## config.mk

```make
export PLATFORM = sky130hd
export DESIGN_NAME = power_pack_mgr
export DESIGN_NICKNAME = d
export VERILOG_FILES = /design/src/rtl/power_pack_mgr.sv
export SDC_FILE = /design/constraint.sdc
export NUM_CORES = 1
export LEC_CHECK = 0
export CORE_MARGIN = 5
export CORE_UTILIZATION = 45
export CTS_BUF_LIST = sky130_fd_sc_hd__clkbuf_4
export DETAILED_ROUTE_END_ITERATION = 10
export GPL_TIMING_DRIVEN = 0
export HOLD_SLACK_MARGIN = 0.15
export PLACE_DENSITY_LB_ADDON = 0.1
export SETUP_SLACK_MARGIN = 0.15
export SLEW_MARGIN = 20
export SYNTH_ARGS = -nofsm -noshare
export SYNTH_HDL_FRONTEND = slang
export SYNTH_SLANG_ARGS = --single-unit
export TNS_END_PERCENT = 5
```

## constraint.sdc

```tcl
create_clock -name clk -period 16.5 [get_ports clk]
set_clock_uncertainty 0.15 [all_clocks]
set_input_delay 4.95 -clock clk [delete_from_list [all_inputs] [get_ports clk]]
set_output_delay 4.95 -clock clk [all_outputs]
set_load 0.005 [all_outputs]
```

## src/rtl/power_pack_mgr.sv

```systemverilog
`default_nettype none
// ============================================================================
// Module   : power_pack_mgr
// Brief    : Multi-slot power-up manager. Spawns, times out and detects pickup
//            of NUM_SLOTS packs, grants timed effects and draws the packs.
// Revision : 1.0
// ============================================================================
module power_pack_mgr #(
    parameter int NUM_SLOTS     = 2,
    parameter int WIDTH         = 20,
    parameter int HEIGHT        = 20,
    parameter int H_RES         = 1024,
    parameter int V_RES         = 768,
    parameter int LIFETIME      = 600,
    parameter int RESPAWN_DELAY = 120,
    parameter int EFFECT_FRAMES = 300
) (
    input  logic        clk,
    input  logic        reset,
    input  logic        frame_tick,
    input  logic [20:0] rand_in,
    input  logic [10:0] hcount,
    input  logic [9:0]  vcount,
    input  logic [10:0] ball_x,
    input  logic [9:0]  ball_y,
    input  logic [5:0]  ball_size,
    input  logic        last_hitter,
    output logic [7:0]  pixel,
    output logic [1:0]  eff_active,
    output logic [3:0]  eff_mode,
    output logic [1:0]  grant_pulse
);
    localparam int c_RESP_W  = $clog2(RESPAWN_DELAY + 1);
    localparam int c_LIFE_W  = $clog2(LIFETIME + 1);
    localparam int c_EFF_W   = $clog2(EFFECT_FRAMES + 1);
    localparam int c_STAGGER = RESPAWN_DELAY / NUM_SLOTS;

    localparam logic [1:0] c_S_WAIT  = 2'd0;
    localparam logic [1:0] c_S_SPAWN = 2'd1;
    localparam logic [1:0] c_S_LIVE  = 2'd2;

    logic [1:0]          r_state [NUM_SLOTS];
    logic [c_RESP_W-1:0] r_cnt   [NUM_SLOTS];
    logic [c_LIFE_W-1:0] r_life  [NUM_SLOTS];
    logic [10:0]         r_rx    [NUM_SLOTS];
    logic [9:0]          r_ry    [NUM_SLOTS];
    logic [1:0]          r_mode  [NUM_SLOTS];

    logic [1:0]          w_state_nxt [NUM_SLOTS];
    logic [c_RESP_W-1:0] w_cnt_nxt   [NUM_SLOTS];
    logic [c_LIFE_W-1:0] w_life_nxt  [NUM_SLOTS];
    logic [10:0]         w_rx_nxt    [NUM_SLOTS];
    logic [9:0]          w_ry_nxt    [NUM_SLOTS];
    logic [1:0]          w_mode_nxt  [NUM_SLOTS];

    logic [NUM_SLOTS-1:0] w_hit;
    logic [NUM_SLOTS-1:0] w_cover;
    logic                 w_spawn_busy;
    logic                 w_grant;
    logic [1:0]           w_grant_mode;
    logic [7:0]           w_pix;

    logic [c_EFF_W-1:0]   r_timer [2];
    logic [3:0]           r_eff_mode;
    logic [1:0]           r_grant_pulse;
    logic [7:0]           r_pixel;

    logic [10:0] w_rx_raw, w_rx_new;
    logic [9:0]  w_ry_raw, w_ry_new;

    // Out-of-range coordinates fold back by half the screen
    assign w_rx_raw = rand_in[20:10];
    assign w_ry_raw = rand_in[9:0];
    assign w_rx_new = (w_rx_raw > 11'(H_RES - WIDTH))  ? w_rx_raw - 11'(H_RES / 2) : w_rx_raw;
    assign w_ry_new = (w_ry_raw > 10'(V_RES - HEIGHT)) ? w_ry_raw - 10'(V_RES / 2) : w_ry_raw;

    function automatic logic [7:0] mode_color(input logic [1:0] mode);
        case (mode)
            2'b00:   mode_color = 8'b000_000_11;
            2'b01:   mode_color = 8'b000_101_10;
            2'b10:   mode_color = 8'b111_000_11;
            default: mode_color = 8'b111_100_00;
        endcase
    endfunction

    generate
        for (genvar g = 0; g < NUM_SLOTS; g++) begin : g_slot
            logic [11:0] w_x_lo, w_x_hi, w_bx_lo, w_bx_hi, w_hc;
            logic [10:0] w_y_lo, w_y_hi, w_by_lo, w_by_hi, w_vc;
            assign w_x_lo  = {1'b0, r_rx[g]};
            assign w_x_hi  = w_x_lo + 12'(WIDTH);
            assign w_y_lo  = {1'b0, r_ry[g]};
            assign w_y_hi  = w_y_lo + 11'(HEIGHT);
            assign w_bx_lo = {1'b0, ball_x};
            assign w_bx_hi = w_bx_lo + {6'd0, ball_size};
            assign w_by_lo = {1'b0, ball_y};
            assign w_by_hi = w_by_lo + {5'd0, ball_size};
            assign w_hc    = {1'b0, hcount};
            assign w_vc    = {1'b0, vcount};
            assign w_hit[g]   = (w_bx_lo < w_x_hi) && (w_bx_hi > w_x_lo) &&
                                (w_by_lo < w_y_hi) && (w_by_hi > w_y_lo);
            assign w_cover[g] = (r_state[g] == c_S_LIVE) &&
                                (w_hc >= w_x_lo) && (w_hc < w_x_hi) &&
                                (w_vc >= w_y_lo) && (w_vc < w_y_hi);
        end
    endgenerate

    // Slot FSMs; lower indices claim the shared random word and the grant first
    always_comb begin
        w_spawn_busy = 1'b0;
        w_grant      = 1'b0;
        w_grant_mode = 2'b00;
        for (int i = 0; i < NUM_SLOTS; i++) begin
            w_state_nxt[i] = r_state[i];
            w_cnt_nxt[i]   = r_cnt[i];
            w_life_nxt[i]  = r_life[i];
            w_rx_nxt[i]    = r_rx[i];
            w_ry_nxt[i]    = r_ry[i];
            w_mode_nxt[i]  = r_mode[i];
            case (r_state[i])
                c_S_WAIT: begin
                    if (r_cnt[i] == '0)
                        w_state_nxt[i] = c_S_SPAWN;
                    else if (frame_tick)
                        w_cnt_nxt[i] = r_cnt[i] - c_RESP_W'(1);
                end
                c_S_SPAWN: begin
                    if (!w_spawn_busy) begin
                        w_spawn_busy   = 1'b1;
                        w_mode_nxt[i]  = rand_in[1:0];
                        w_rx_nxt[i]    = w_rx_new;
                        w_ry_nxt[i]    = w_ry_new;
                        w_life_nxt[i]  = c_LIFE_W'(LIFETIME);
                        w_state_nxt[i] = c_S_LIVE;
                    end
                end
                c_S_LIVE: begin
                    if (frame_tick) begin
                        if (w_hit[i]) begin
                            w_state_nxt[i] = c_S_WAIT;
                            w_cnt_nxt[i]   = c_RESP_W'(RESPAWN_DELAY);
                            if (!w_grant) begin
                                w_grant      = 1'b1;
                                w_grant_mode = r_mode[i];
                            end
                        end else if (r_life[i] <= c_LIFE_W'(1)) begin
                            w_state_nxt[i] = c_S_WAIT;
                            w_cnt_nxt[i]   = c_RESP_W'(RESPAWN_DELAY);
                        end else begin
                            w_life_nxt[i] = r_life[i] - c_LIFE_W'(1);
                        end
                    end
                end
                default: w_state_nxt[i] = c_S_WAIT;
            endcase
        end
    end

    always_ff @(posedge clk) begin
        for (int i = 0; i < NUM_SLOTS; i++) begin
            if (!reset) begin
                r_state[i] <= c_S_WAIT;
                r_cnt[i]   <= c_RESP_W'(i * c_STAGGER);
                r_life[i]  <= '0;
                r_rx[i]    <= '0;
                r_ry[i]    <= '0;
                r_mode[i]  <= '0;
            end else begin
                r_state[i] <= w_state_nxt[i];
                r_cnt[i]   <= w_cnt_nxt[i];
                r_life[i]  <= w_life_nxt[i];
                r_rx[i]    <= w_rx_nxt[i];
                r_ry[i]    <= w_ry_nxt[i];
                r_mode[i]  <= w_mode_nxt[i];
            end
        end
    end

    always_comb begin
        w_pix = 8'h00;
        for (int i = NUM_SLOTS - 1; i >= 0; i--) begin
            if (w_cover[i])
                w_pix = mode_color(r_mode[i]);
        end
    end

    // A new grant overwrites mode and reloads the timer
    always_ff @(posedge clk) begin
        if (!reset) begin
            r_timer[0]    <= '0;
            r_timer[1]    <= '0;
            r_eff_mode    <= '0;
            r_grant_pulse <= '0;
            r_pixel       <= '0;
        end else begin
            r_pixel       <= w_pix;
            r_grant_pulse <= 2'b00;
            for (int p = 0; p < 2; p++) begin
                if (w_grant && (last_hitter == 1'(p))) begin
                    r_timer[p]           <= c_EFF_W'(EFFECT_FRAMES);
                    r_eff_mode[2*p +: 2] <= w_grant_mode;
                    r_grant_pulse[p]     <= 1'b1;
                end else if (frame_tick && (r_timer[p] != '0)) begin
                    r_timer[p] <= r_timer[p] - c_EFF_W'(1);
                end
            end
        end
    end

    assign pixel       = r_pixel;
    assign eff_active  = {(r_timer[1] != '0), (r_timer[0] != '0)};
    assign eff_mode    = r_eff_mode;
    assign grant_pulse = r_grant_pulse;

endmodule
`default_nettype wire

```

==> impl_results.md <==
* Via count at between 8000 and 9000
* Final Setup Violations at 0
* Top Usage Layer GRT: met2
* Row cnt at 53
* Reg2reg path depth at 13
* M3 GR Usage at under 10%
* DRC at 0
* Area contributors post-synth: ha_1 (24%), dfxtp_1 (19%), edfxtp_1 (5.6%), a21oi_1 (5.1%), xnor2_1 (4.4%)
* YS warnings at 0
* Mapped Cells at about 1200
* Antenna Nets Post-Route at 0
* Critical Path Fanout Max at 9
* TritonCTS Buffers at 9
* Tot GR Track Use at between 20% and 30%
* Synth Area in Simple Gates at around 18%
* Final wirelength at between 20 and 30 mm
* Post-CTS setup buffers at 0
* Worst setup path category: primary input to flip-flop
* Mapped cell area at around 9600 µm²
* Clock sinks at 109
* PostCTS Resize Cnt at 0
* Main combinational cell family by area after synthesis: adder cells
* Reg2reg end: r_timer[0][5]
* Max Root-Sink Buffers at 2
* Hold_buf cts at 0
* Leak at about 4.3 nW
* RR Startpoint: r_rx[1][2]
* Worst hold start: r_rx[0][8]
* Total chip power at ~0.87 mW
* Synth top area share at roughly a quarter
* #FFs+latches synth at about 110
* Post-synth top flop: dfxtp_1
* Vias in the first global route at 8149
* Die ar. at 24300 µm²
* Clock transition at the registers of the reported paths at 170 ps
* CP arrival at ~11000 ps
* Hold Path Depth at 2
* Register area share after synthesis at 24.6%
* Worst setup SP type: primary input
* TNS Setup at 0 ps
* Actual slew at the worst max-slew pin at approximately 1100 ps
* Peak supply drop at just under 40 µV
* Register-to-Register Setup Slack at between 10000 and 15000 ps
* Number of DRC markers in iteration 0 at between 400 and 500
* Synth top cells by count: ha_1 (184), nand2_1 (103), a21oi_1 (98)
* Die height at about 160 µm
* Hold Vio Cnt, Final at 0
* # diodes at 0
* Crit path required time at 16470 ps
* DR vias/cell at around 5.6
* # H-tree levels at 3
* Max-slew headroom at between 20% and 30%
* Hold Crit Class: flip-flop to flip-flop
* IO buf count at a little under 90
* Gpl congestion at just under 0.9
* Area leader, netlist: ha_1
* Post-synthesis adder-cell area fraction at approximately a quarter
* Crit path capture type: flip-flop
* Global-route wire length before repair at between 40 and 50 mm
* GR Layer Usage met2 at about a third
* Syn nets at between 1000 and 1500
* RSZ-0062 raised after global routing: no
* PwrDens at between 70 and 80 nW/µm²
* Complex-gate fraction of the synthesized area at between 20% and 30%
* Drt wl/cell at 17.3 µm
* Mux contribution to synthesized area at less than 1%
* Clk_lat worst skew at ~480 ps
* Syn-to-layout area delta at 14.2%
* Mapped Avg Cell Area at roughly 8.3 µm²
* Period minus WS final at 10980 ps
* Clock root buffer: clkbuf_4
* Die X at around 160 µm
* Ratio of cells with drive above 1 in the final layout at ~3.1%
* Antenna violations before repair at 0
* Largest net degree at the start of global routing at 20
* # IOs at 89
* Period utilisation layout at around two thirds
* Cell with the most instances after synthesis: ha_1
* Max Fclk at a little over 0.09 GHz
* GR met1 Demand/Resource at between 30 and 40%
* Post-synth cell types at 67
* Post-synth EDFFs at 18
* DP HPWL at ~22 mm
* Core Footprint at 21000 µm²
* Hold Path End: r_rx[0][8]
* Final nets at about 1500
* Number of max-cap violations at 0
* Starting density of the core at a little under half
* FFs w/ async S/R, synth at 0%
* DR pass1 iterations at 5
* Synth Area in XOR/XNOR at 5.75%
* CTS tree: yes
* Overflow after GRT at 0
* Max-slew violations at 0
* Run status: completed
per-layer routing:
metal  share of wire (%)  wire (µm)
met1                  50      13100
met2                  45      11800
met3                 4.3       1140
met4                 1.4        371
met5                   0          0
layout make-up:
class,count,area (µm²)
clock inverters,7,82.6
plain buffers,29,129
repair buffers,87,871
inverters,89,334
flip-flops and latches,109,2360
fillers,2052,10100
multi-input cells,927,6770
clock buffers,9,67.6
well taps,275,344
where the power goes:
| group | leakage [nW] | switching [mW] | total [mW] | internal, mW |
|---|---|---|---|---|
| clock | 0.0803 | 0.0948 | 0.144 | 0.0489 |
| combinational | 3.31 | 0.217 | 0.390 | 0.173 |
| sequential | 0.931 | 0.0333 | 0.337 | 0.303 |
placed cells by master (no fill, tap or decap), drive strengths merged, types with 8 or more instances in the layout:
cell,count
or2,9
a31oi,18
a21oi,99
o21a,17
a211oi,22
dfxtp,91
edfxtp,18
nor2b,13
nand2,103
nand3,25
and3,9
inv,92
nand4,14
nor3,33
nor2,68
o21ai,62
clkbuf,31
xor2,15
ha,184
nand2b,19
o211ai,13
clkdlybuf4s50,87
xnor2,48
o22ai,8
or3,25
a21o,19
critical path: stages:
cell,delay [ps]
clkdlybuf4s50_1,700
ha_1,310
a21o_1,160
a21oi_1,280
o21bai_1,100
a21oi_1,250
nor2b_1,100
o2111ai_1,210
xnor2_1,140
ha_1,320
nand4_1,100
nor2_1,130
o21ai_0,120
a311oi_1,730
o221ai_1,660
nor2_1,620
o21ai_0,300
a31oi_1,770
cell families (layout without fill, tap and decap cells):
family | after synthesis | in the layout
xor gates and xnor gates | 63 | 63
other | 1 | 1
AOI/OAI and AO/OA | 326 | 326
and+or+nand+nor | 345 | 345
adders and majority gates | 186 | 186
buffers and inverters | 118 | 221
DFF | 109 | 109
muxes | 6 | 6
through the flow:
stage	instance area, µm²	setup WS [ps]	util, %	instances	hold slack (ps)
CTS	11000	5650	52.1	1532	322
finish	11000	5520	52.1	1532	320
global route	11000	5360	52.1	1532	340
floorplan	9590	7310	-	1154	286
detailed placement	10800	5140	51.4	1516	302
global placement	10800	5060	51.4	1516	296
worst max path at each step:
| stage | from | endpoint | slack [ps] |
|---|---|---|---|
| 6_report | ball_size[1] | r_timer[0][5] | 5520 |
| 2_1_floorplan | ball_x[0] | r_timer[0][0] | 7310 |
| 3_3_place_gp | ball_size[0] | r_timer[0][0] | 5060 |
| 5_1_grt | ball_size[0] | r_timer[0][5] | 5360 |
| 4_1_cts | ball_size[0] | r_timer[0][5] | 5650 |
| 3_5_place_dp | ball_size[1] | r_timer[0][0] | 5140 |
sequential cells by signal, summed over array words and instances (netlist names):
register,count
r_life,20
grant_pulse,2
eff_mode,4
r_ry,20
r_cnt,14
r_timer,18
pixel,5
r_rx,22
r_state,4
(Power assumes the default switching activity.)
==> patch: new RTL, same flow settings <==
`r_pixel` no longer has a reset.
--- a/src/rtl/power_pack_mgr.sv
+++ b/src/rtl/power_pack_mgr.sv
@@ -191,9 +191,7 @@
             r_timer[1]    <= '0;
             r_eff_mode    <= '0;
             r_grant_pulse <= '0;
-            r_pixel       <= '0;
         end else begin
-            r_pixel       <= w_pix;
             r_grant_pulse <= 2'b00;
             for (int p = 0; p < 2; p++) begin
                 if (w_grant && (last_hitter == 1'(p))) begin
@@ -207,6 +205,10 @@
         end
     end
 
+    always_ff @(posedge clk) begin
+        r_pixel <= w_pix;
+    end
+
     assign pixel       = r_pixel;
     assign eff_active  = {(r_timer[1] != '0), (r_timer[0] != '0)};
     assign eff_mode    = r_eff_mode;
Formal check against the unedited RTL: differs if reset is asserted again (counterexample within 4 cycles, from zero or initial values and one cycle with reset low); with reset held inactive, the same outputs for 4 cycles.
==> patch against the original RTL <==
  * Count of clock-buffer cells in the layout stayed put
  * Area after synthesis shrank 0.82%
  * Critical endpoint is now r_timer[1][5]
  * Total power increased by 1.6%
  * Final area down 0.66%
  * Wire length decreased by 1.4%
  * Worst setup slack better by 0.68 ns
  * Cell count decreased by 1.8%
  * Highest routed layer unchanged
  * Via count down 1.6%
  * Sequential cell count is the same
  * Core utilization hardly changed
==> patch: results (changes against the original RTL) <==
fillers: 2060  # was 2052
synth_area_leaders: "sky130_fd_sc_hd__ha_1 24%, sky130_fd_sc_hd__dfxtp_1 19%, sky130_fd_sc_hd__edfxtp_1 5.7%, sky130_fd_sc_hd__a21oi_1 4.1%, sky130_fd_sc_hd__nand2_1 3.9%"  # was sky130_fd_sc_hd__ha_1 24%, sky130_fd_sc_hd__dfxtp_1 19%, sky130_fd_sc_hd__edfxtp_1 5.6%, sky130_fd_sc_hd__a21oi_1 5.1%, sky130_fd_sc_hd__xnor2_1 4.4%
wire_length_on_met3_um: 955  # was 1140 um
global_route.usage.met1: 0.295  # was 0.300
p_leak_nw: 4.37  # was 4.32 nW
m1WireLength_um: 12800  # was 13100 um
timing_worst_slew_pin_value_ns: 0.932  # was 1.09 ns
status: "complete, no violations"  # unchanged
r2r.worst_path.cells: 12  # was 13
reg_top3: "r_rx x22, r_life x20, r_ry x19"  # was r_rx x22, r_life x20, r_ry x20
met2_routed_wirelength_um: 11800  # about the same
grt_start_max_net_pins: 18  # was 20
critical_path_cell_with_the_highest_stage_delay: "sky130_fd_sc_hd__a221oi_1"  # was sky130_fd_sc_hd__a31oi_1
met3_usage: 0.0195  # was 0.0286
dpl_cell_area_um2: 10700  # was 10800 um2
critical_path_fanout_max: 10  # was 9
max-vdd-ir-drop_mv: 0.0522  # was 0.0397 mV
timing.hold.worst_endpoint: "r_rx[0][1]"  # was r_rx[0][8]
slack_of_the_worst_reg_to_reg_path_ns: 11.71  # was 10.84 ns
worst_hold_startpoint: "r_rx[0][1]"  # was r_rx[0][8]
nets: 1483  # was 1511
drt_first_iter_violations: 445  # was 489
num_vias: 8440  # was 8577
seq_area_frac_synth: 0.248  # was 0.246
crit_path_max_incr_delay_ns: 0.64  # was 0.77 ns
list_of_most_frequent_post_synthesis_cells: "184 x sky130_fd_sc_hd__ha_1, 98 x sky130_fd_sc_hd__nand2_1, 91 x sky130_fd_sc_hd__dfxtp_1"  # was 184 x sky130_fd_sc_hd__ha_1, 103 x sky130_fd_sc_hd__nand2_1, 98 x sky130_fd_sc_hd__a21oi_1
netlist-cell-type-count: 74  # was 67
reg2reg_to: "r_timer[1][5]"  # was r_timer[0][5]
==> patch: cells by family after synthesis <==
family | Yosys count | synth area share
AO/OA/AOI/OAI | 302 | 0.215
AND/OR/NAND/NOR | 348 | 0.177
other | 1 | 0.000394
buffers and inverters | 107 | 0.0435
XOR/XNOR | 60 | 0.0552
adder cells (fa/ha/maj) | 186 | 0.246
multiplexers | 13 | 0.0137
flip-flops | 109 | 0.248
==> patch: cell type report <==
cell class,instances,area (um2),share of cell area
multi-input cells,910,6740,0.619
flip-flops and latches,109,2360,0.217
repair buffers,87,871,0.0800
well taps,275,344,0.0316
inverters,83,312,0.0286
plain buffers,24,103,0.00943
clock inverters,7,87.6,0.00805
clock buffers,9,67.6,0.00621
diodes,1,2.50,0.000230
==> patch: per-stage QoR <==
step                total power [mW]  setup slack, ns  cells  hold slack [ns]
floorplan                      0.625             7.44   1126            0.286
global placement               0.732             5.73   1488            0.298
detailed placement             0.739             5.64   1488            0.305
CTS                            0.890             6.19   1504            0.325
global route                   0.959             5.95   1505            0.356
finish                         0.884             6.20   1505            0.329
==> patch: report_power, final <==
group	leakage (nW)	internal, mW	switching [mW]	total (mW)
registers	0.928	0.303	0.0324	0.336
logic	3.35	0.171	0.229	0.400
clock network	0.0902	0.0610	0.0879	0.149
==> patch: worst max path at each step <==
stage	from	to	slack, ns	depth (start not counted)
2_1_floorplan	ball_x[0]	r_timer[1][0]	7.44	17
5_1_grt	ball_size[1]	r_timer[1][5]	5.95	19
6_report	ball_size[1]	r_timer[1][5]	6.20	19
3_5_place_dp	ball_size[1]	r_timer[1][1]	5.64	19
3_3_place_gp	ball_y[1]	r_timer[1][1]	5.73	19
4_1_cts	ball_size[1]	r_timer[1][1]	6.19	19
